--- src/rtl/cp0_exc_ctrl.sv ---
// cp0_exc_ctrl: MIPS coprocessor-0 exception controller (SR, Cause, EPC, PRId).
// Latency: IntReq and DOut are combinational; register state updates on the next rising edge of clk.
// Backpressure: none; IntReq has priority over the committing eret/mtc0, which are dropped when it fires.
//
// Ports:
//   clk, rst        - clock, synchronous active-high reset
//   PC              - word address of the committing instruction (saved into EPC on redirect)
//   DIn, Sel, Wen   - mtc0 data, register number (also the mfc0 read select), commit strobe
//   EretEn          - eret commit strobe
//   HWInt           - level-sensitive hardware interrupt lines 7..2
//   DOut            - mfc0 read data, combinational on Sel
//   EPC             - saved return word address for the next-PC logic
//   IntReq          - redirect request to the handler vector
//   EXL             - exception level flag (SR[1])
// Optional feature macro CP0_EXC_EN: adds ExcReq/ExcCodeIn for synchronous exceptions.

module cp0_exc_ctrl #(
  parameter logic [31:0] PRID_VAL = 32'h4A57_0001,
  parameter logic [29:0] VEC_WORD = 30'h0000_1060
) (
  input  logic        clk,
  input  logic        rst,
  input  logic [31:2] PC,
  input  logic [31:0] DIn,
  input  logic [4:0]  Sel,
  input  logic        Wen,
  input  logic        EretEn,
  input  logic [7:2]  HWInt,
`ifdef CP0_EXC_EN
  input  logic        ExcReq,
  input  logic [4:0]  ExcCodeIn,
`endif
  output logic [31:0] DOut,
  output logic [31:2] EPC,
  output logic        IntReq,
  output logic        EXL
);

  // The decoder hard-wires the handler address; catch a mismatched override at elaboration.
  if ({VEC_WORD, 2'b00} != 32'h0000_4180) begin : g_vec_chk
    $error("cp0_exc_ctrl: VEC_WORD does not match the decoder handler vector 0x4180");
  end

  localparam logic [4:0] SEL_SR    = 5'd12;
  localparam logic [4:0] SEL_CAUSE = 5'd13;
  localparam logic [4:0] SEL_EPC   = 5'd14;
  localparam logic [4:0] SEL_PRID  = 5'd15;

  // EXL is modelled as the state of a two-state FSM.
  typedef enum logic {
    ST_NORMAL  = 1'b0,
    ST_HANDLER = 1'b1
  } exl_state_t;

  exl_state_t  r_state;
  logic [5:0]  r_im;
  logic        r_ie;
  logic [5:0]  r_ip;
  logic [4:0]  r_exc_code;
  logic [31:2] r_epc;

  logic        w_int_hit;
  logic        w_exc_hit;
  logic        w_in_handler;
  logic [4:0]  w_take_code;

  assign w_in_handler = (r_state == ST_HANDLER);

  // Raw HWInt is used rather than the IP mirror so the redirect is same-cycle.
  assign w_int_hit = r_ie & ~w_in_handler & (|(HWInt & r_im));

`ifdef CP0_EXC_EN
  // Synchronous exceptions ignore IE but are still blocked inside the handler.
  assign w_exc_hit   = ExcReq & ~w_in_handler;
  assign w_take_code = w_exc_hit ? ExcCodeIn : 5'd0;
`else
  assign w_exc_hit   = 1'b0;
  assign w_take_code = 5'd0;
`endif

  assign IntReq = w_int_hit | w_exc_hit;
  assign EPC    = r_epc;
  assign EXL    = w_in_handler;

  always_ff @(posedge clk) begin
    if (rst) begin
      r_state    <= ST_NORMAL;
      r_im       <= 6'd0;
      r_ie       <= 1'b0;
      r_ip       <= 6'd0;
      r_exc_code <= 5'd0;
      r_epc      <= 30'd0;
    end else begin
      r_ip <= HWInt;
      if (IntReq) begin
        // Committing instruction is abandoned: its mtc0/eret never happens.
        r_state    <= ST_HANDLER;
        r_epc      <= PC;
        r_exc_code <= w_take_code;
      end else if (EretEn) begin
        r_state <= ST_NORMAL;
      end else if (Wen) begin
        case (Sel)
          SEL_SR: begin
            r_im    <= DIn[15:10];
            r_ie    <= DIn[0];
            r_state <= DIn[1] ? ST_HANDLER : ST_NORMAL;
          end
          SEL_EPC: begin
            r_epc <= DIn[31:2];
          end
          default: begin
            // Cause, PRId and unmapped registers are read-only.
          end
        endcase
      end
    end
  end

  always_comb begin
    DOut = 32'd0;
    case (Sel)
      SEL_SR:    DOut = {16'd0, r_im, 8'd0, w_in_handler, r_ie};
      SEL_CAUSE: DOut = {16'd0, r_ip, 3'd0, r_exc_code, 2'd0};
      SEL_EPC:   DOut = {r_epc, 2'b00};
      SEL_PRID:  DOut = PRID_VAL;
      default:   DOut = 32'd0;
    endcase
  end

endmodule

--- config.mk ---
export PLATFORM = sky130hd
export DESIGN_NAME = cp0_exc_ctrl
export DESIGN_NICKNAME = d
export VERILOG_FILES = /design/src/rtl/cp0_exc_ctrl.sv
export SDC_FILE = /design/constraint.sdc
export NUM_CORES = 1
export LEC_CHECK = 0
export ABC_AREA = 0
export CORE_MARGIN = 2
export CORE_UTILIZATION = 41
export CTS_CLUSTER_SIZE = 14
export DETAILED_ROUTE_END_ITERATION = 6
export GPL_TIMING_DRIVEN = 0
export PLACE_DENSITY = 0.9
export SLEW_MARGIN = 20
export SYNTH_ARGS = -nofsm -noshare
export SYNTH_HDL_FRONTEND = slang
export SYNTH_SLANG_ARGS = --single-unit
--- constraint.sdc ---
create_clock -name clk -period 3.3 [get_ports clk]
set_input_delay 0.33 -clock clk [delete_from_list [all_inputs] [get_ports clk]]
set_output_delay 0.33 -clock clk [all_outputs]
set_load 0.05 [all_outputs]
[Word level (Yosys, flattened, before mapping)]
Index checks and enable logic that the tools add are counted.
Word-level totals
  bits in registers: 44
  input bits: 77
Operators by class
  equal/unequal tests: 5
  multiplexer cells: 10
  bitwise logic cells: 6
  reductions and logical operators: 8
Operator list (number)
  case mux 32 bit (4 select lines): 1
  two-way mux 30 bit: 4
  == test 5 x 4 -> 1 bit, second input constant: 4
  AND 6 bit: 1
  nonzero test 3 bit: 2
  OR reduction 6 bit: 1
  two-way mux 1 bit: 5
  AND reduction 4 bit: 1
  nonzero test 2 bit: 2
  NOT 1 bit: 3
  AND reduction 3 bit: 1
  AND 1 bit: 2
  inequality test 2 x 1 -> 1 bit, second input constant: 1
  AND reduction 2 bit: 1

[Longest topological paths before layout]
  depth in word-level cells: 5
  gate-level depth with buffers: 6

[Worst setup path before layout]
OpenSTA, ideal clock, no wires.
  path kind: reg2out
  start point: register r_epc (netlist bit EPC[10])
  end point: output DOut[10]
  arrival time: 1.562 ns
  required time: 2.970 ns
  setup slack: 1.408 ns
  stages on the path, launching flop included: 5
  cell sequence: dfxtp_1 > mux2i_1 > nor2_1 > a21oi_1 > nor2_1
Between the ends
  cells in the longest elaborated chain, start to end: 1
Ends and longest elaborated chain
  from (decl): RTL line 60  | logic [31:2] r_epc;
  from (signal assigned): RTL line 110  | r_epc <= DIn[31:2];
  case mux 32 bit (4 select lines): RTL line 122  | case (Sel)
  to (decl): RTL line 33  | output logic [31:0] DOut,
No other way between the ends.

[Final worst setup path]
  start point: input Sel[1]
  end point: output DOut[29]
Between the ends
  cells in the longest elaborated chain, start to end: 2
  elaborated cells on any way between the ends: 5
  classes of those cells: eq/ne: 4; mux: 1
Ends and longest elaborated chain
  from (decl): RTL line 25  | input logic [4:0] Sel,
  == test 5 x 4 -> 1 bit: RTL line 122
  case mux 32 bit (4 select lines) (*): RTL line 122
Mark *: on every way between the ends. The rest lies on a longest branch, timed or not.

==> results.sh <==
export IMPL_floorplan_initialDensity=0.417
export IMPL_floorplan_die_width_um=81.1
export IMPL_synth_area_um2=2440
export IMPL_detail_route_first_pass_iterations=5
export IMPL_critPathCaptureType="output pin"
export IMPL_arrival_ns=2.80
export IMPL_clock_tree_from_tritoncts="done"
export IMPL_synth_warnings=0
export IMPL_grt_first_pass_wirelength_mm=11.2
export IMPL_power_density_nw_per_um2=276
export IMPL_postSynthCellCount=253
export IMPL_die_area_um2=6580
export IMPL_finalWirelength_mm=7.46
export IMPL_post_route_cells_drive_above_1_share=0.145
export IMPL_power_leakage_nw=1.71
export IMPL_globalRouteOverflowTotal=0
export IMPL_post_cts_setup_buffers=0
export IMPL_diodes=0
export IMPL_areaGrowthSynthToFinish_pct=65.6
export IMPL_filler_cell_count=468
export IMPL_cp_cell_sequence="clkdlybuf4s50_1, buf_4, nor3b_2, clkbuf_2, and2_1, clkdlybuf4s50_1"
export IMPL_ys_top_cells_by_area="sky130_fd_sc_hd__dfxtp_1 36%, sky130_fd_sc_hd__a211oi_2 15%, sky130_fd_sc_hd__mux2i_1 15%"
export IMPL_cts_reportedPaths_clkPinSlew_ns=0.08
export IMPL_ys_seq_area_frac=0.361
export IMPL_cts_root_buf="sky130_fd_sc_hd__clkbuf_8"
export IMPL_setup_tns_ns=0
export IMPL_finClkSkew_ns=0.00191
export IMPL_coreArea_um2=5850
export IMPL_place_detailed_hpwl_mm=5.83
export IMPL_synth_edf_count=0
export IMPL_buffer_ports_inserted=139
export IMPL_num_io_pins=141
export IMPL_crit_path_start_kind="primary input"
export IMPL_finalMaxSlewViolations=0
export IMPL_dieHeight_um=81.1
export IMPL_synth_top_area_frac=0.361
export IMPL_antenna_violations_before_repair=0
export IMPL_worst_pin_slew_ns=0.707
export IMPL_regArea_um2=881
export IMPL_timing_max_cap_violations=0
export IMPL_p_total_mw=1.11
export IMPL_numnets_final=476
export IMPL_peakVddDrop_uv=179
export IMPL_synth_seq_cells=44
export IMPL_drt_initial_drc_count=140
export IMPL_detail_route_wl_per_cell_um=15.7
export IMPL_synthFlopType="sky130_fd_sc_hd__dfxtp_1"
export IMPL_post_place_cells=467
export IMPL_max_freq_mhz=319
export IMPL_detailed_place_area_um2=3920
export IMPL_required_ns=2.97
export IMPL_multiInputGateArea_um2=1420
export IMPL_synthDistinctLibCells=29
export IMPL_count_of_buffering_cells_on_the_critical_path_with_inverters_included=4
export IMPL_critical_path_class="in -> out"
export IMPL_run_status="finished, final reports clean"
export IMPL_timing_critical_path_fanout_max=10
export IMPL_hold_path_class="in -> reg"
export IMPL_timing_hold_violations_final=0
export IMPL_gp_routability_congestion=0.864
export IMPL_setup_repair_after_global_routing_missed_its_margin="no"
export IMPL_global_route_usage_total=0.223
export IMPL_cts_htree_levels=2
export IMPL_final_cell_area_um2=4040
export IMPL_drcViolationCount=0
export IMPL_finalNonFillerCells=475
export IMPL_period_minus_slack_ns=3.13
export IMPL_syn_area_per_cell_um2=9.64
export IMPL_vias=2429
export IMPL_worst_path_most_repeated_cell="sky130_fd_sc_hd__clkdlybuf4s50_1"
export IMPL_cts_buffers_inserted=5
export IMPL_clk_insertion_delay_late_ns=0.29
export IMPL_grt_pass1_vias=2357
export IMPL_synth_fp_nets=330
export IMPL_critical_path_top_delay_family="buffers and inverters"
export IMPL_yosysTopAreaCell="sky130_fd_sc_hd__dfxtp_1"
export IMPL_yosys_cell_count_top_type="sky130_fd_sc_hd__dfxtp_1"
export IMPL_cts_max_path_buffers=2
export IMPL_grt_start_max_net_pins=15
export IMPL_synth_cells_most_frequent="44 x sky130_fd_sc_hd__dfxtp_1, 43 x sky130_fd_sc_hd__nor2_1, 36 x sky130_fd_sc_hd__mux2i_1, 30 x sky130_fd_sc_hd__a211oi_2, 16 x sky130_fd_sc_hd__and2_1"
export IMPL_critPathMaxStageDelay_ns=0.82
export IMPL_placement_rows=28
export IMPL_synthArstFlopShare=0
export IMPL_antenna_left=0
export IMPL_fin_worst_hold_slack_ns=0.386
export IMPL_slowest_stage="sky130_fd_sc_hd__clkdlybuf4s50_1"
export IMPL_cts_sinks=44
export IMPL_fin_crit_sh=0.950
export IMPL_final_setup_viol_count=0
export IMPL_detail_route_vias_per_cell=5.11
export IMPL_max_slew_margin=0.529
worst paths after layout:
path                         from                 end  slack (ns)  cells after the start
max                        Sel[1]            DOut[29]        0.17                      6
max reg2reg  r_im[2]$_SDFFE_PP0P_    EXL$_SDFFE_PP0P_        1.67                      5
min                           rst  r_ip[1]$_SDFF_PP0_        0.39                      2
min reg2reg     r_ie$_SDFFE_PP0P_   r_ie$_SDFFE_PP0P_        0.49                      2
report_power, final:
group,switching (mW),internal (mW),leakage [nW]
Combinational,0.0612,0.0999,1.30
Sequential,0.00241,0.536,0.356
Clock,0.190,0.224,0.0541
cells by family after synthesis:
group / share of synthesized area
flip-flops: 0.361
AND/OR/NAND/NOR: 0.189
buffers and inverters: 0.0585
AO/OA/AOI/OAI: 0.244
multiplexers: 0.148
sequential cells by signal, summed over array words and instances (netlist names):
name,cells
r_ip,6
r_ie,1
EXL,1
EPC,30
r_im,6
cell type report:
class,count,share of cell area
Multi-Input combinational cell,188,0.350
Timing Repair Buffer,139,0.345
Sequential cell,44,0.218
Buffer,20,0.0350
Tap cell,75,0.0232
Clock buffer,5,0.0170
Clock inverter,3,0.0105
Inverter,1,0.000930
layout by cell type, fill, tap and decap left out, types with 4 or more instances in the layout:
master	count
sky130_fd_sc_hd__buf_6	7
sky130_fd_sc_hd__nand3_1	7
sky130_fd_sc_hd__clkdlybuf4s50_1	139
sky130_fd_sc_hd__a21oi_1	14
sky130_fd_sc_hd__clkbuf_1	6
sky130_fd_sc_hd__o21ai_0	7
sky130_fd_sc_hd__a21o_1	8
sky130_fd_sc_hd__mux2i_1	36
sky130_fd_sc_hd__a211oi_2	30
sky130_fd_sc_hd__nor2b_1	8
sky130_fd_sc_hd__and2_1	16
sky130_fd_sc_hd__dfxtp_1	44
sky130_fd_sc_hd__nor2_1	43
sky130_fd_sc_hd__nand2_1	4
sky130_fd_sc_hd__clkbuf_8	5
worst register-to-register path, cell delays in order (launching register included):
cell and delay [ns]:
sky130_fd_sc_hd__dfxtp_1 0.34, sky130_fd_sc_hd__a22o_1 0.25, sky130_fd_sc_hd__o31ai_4 0.41, sky130_fd_sc_hd__buf_6 0.21, sky130_fd_sc_hd__buf_6 0.18, sky130_fd_sc_hd__a31oi_1 0.10
what timing repair did:
action / 4_1_cts / 5_1_grt
endpoints found under the hold margin: 0 / 0
hold buffers: 0 / 0
endpoints found under the setup margin: 0 / 20
resized for setup: 0 / 4
per-stage QoR:
step,worst slack (ns),utilization
final,0.166,0.690
after detailed placement,0.0397,0.671
after floorplan,1.41,-
after global routing,0.0792,0.690
after CTS,0.0339,0.690
after global placement,0.115,0.671
routing by layer:
layer | wire (um) | GRT usage | vias to the layer above
li1 | - | - | 1195
met1 | 2990 | 0.250 | 1131
met2 | 3870 | 0.407 | 92
met3 | 496 | 0.0611 | 11
met4 | 95 | 0.0729 | 0
met5 | 0 | 0 | -
No activity file was read; power rests on OpenSTA's default activity.
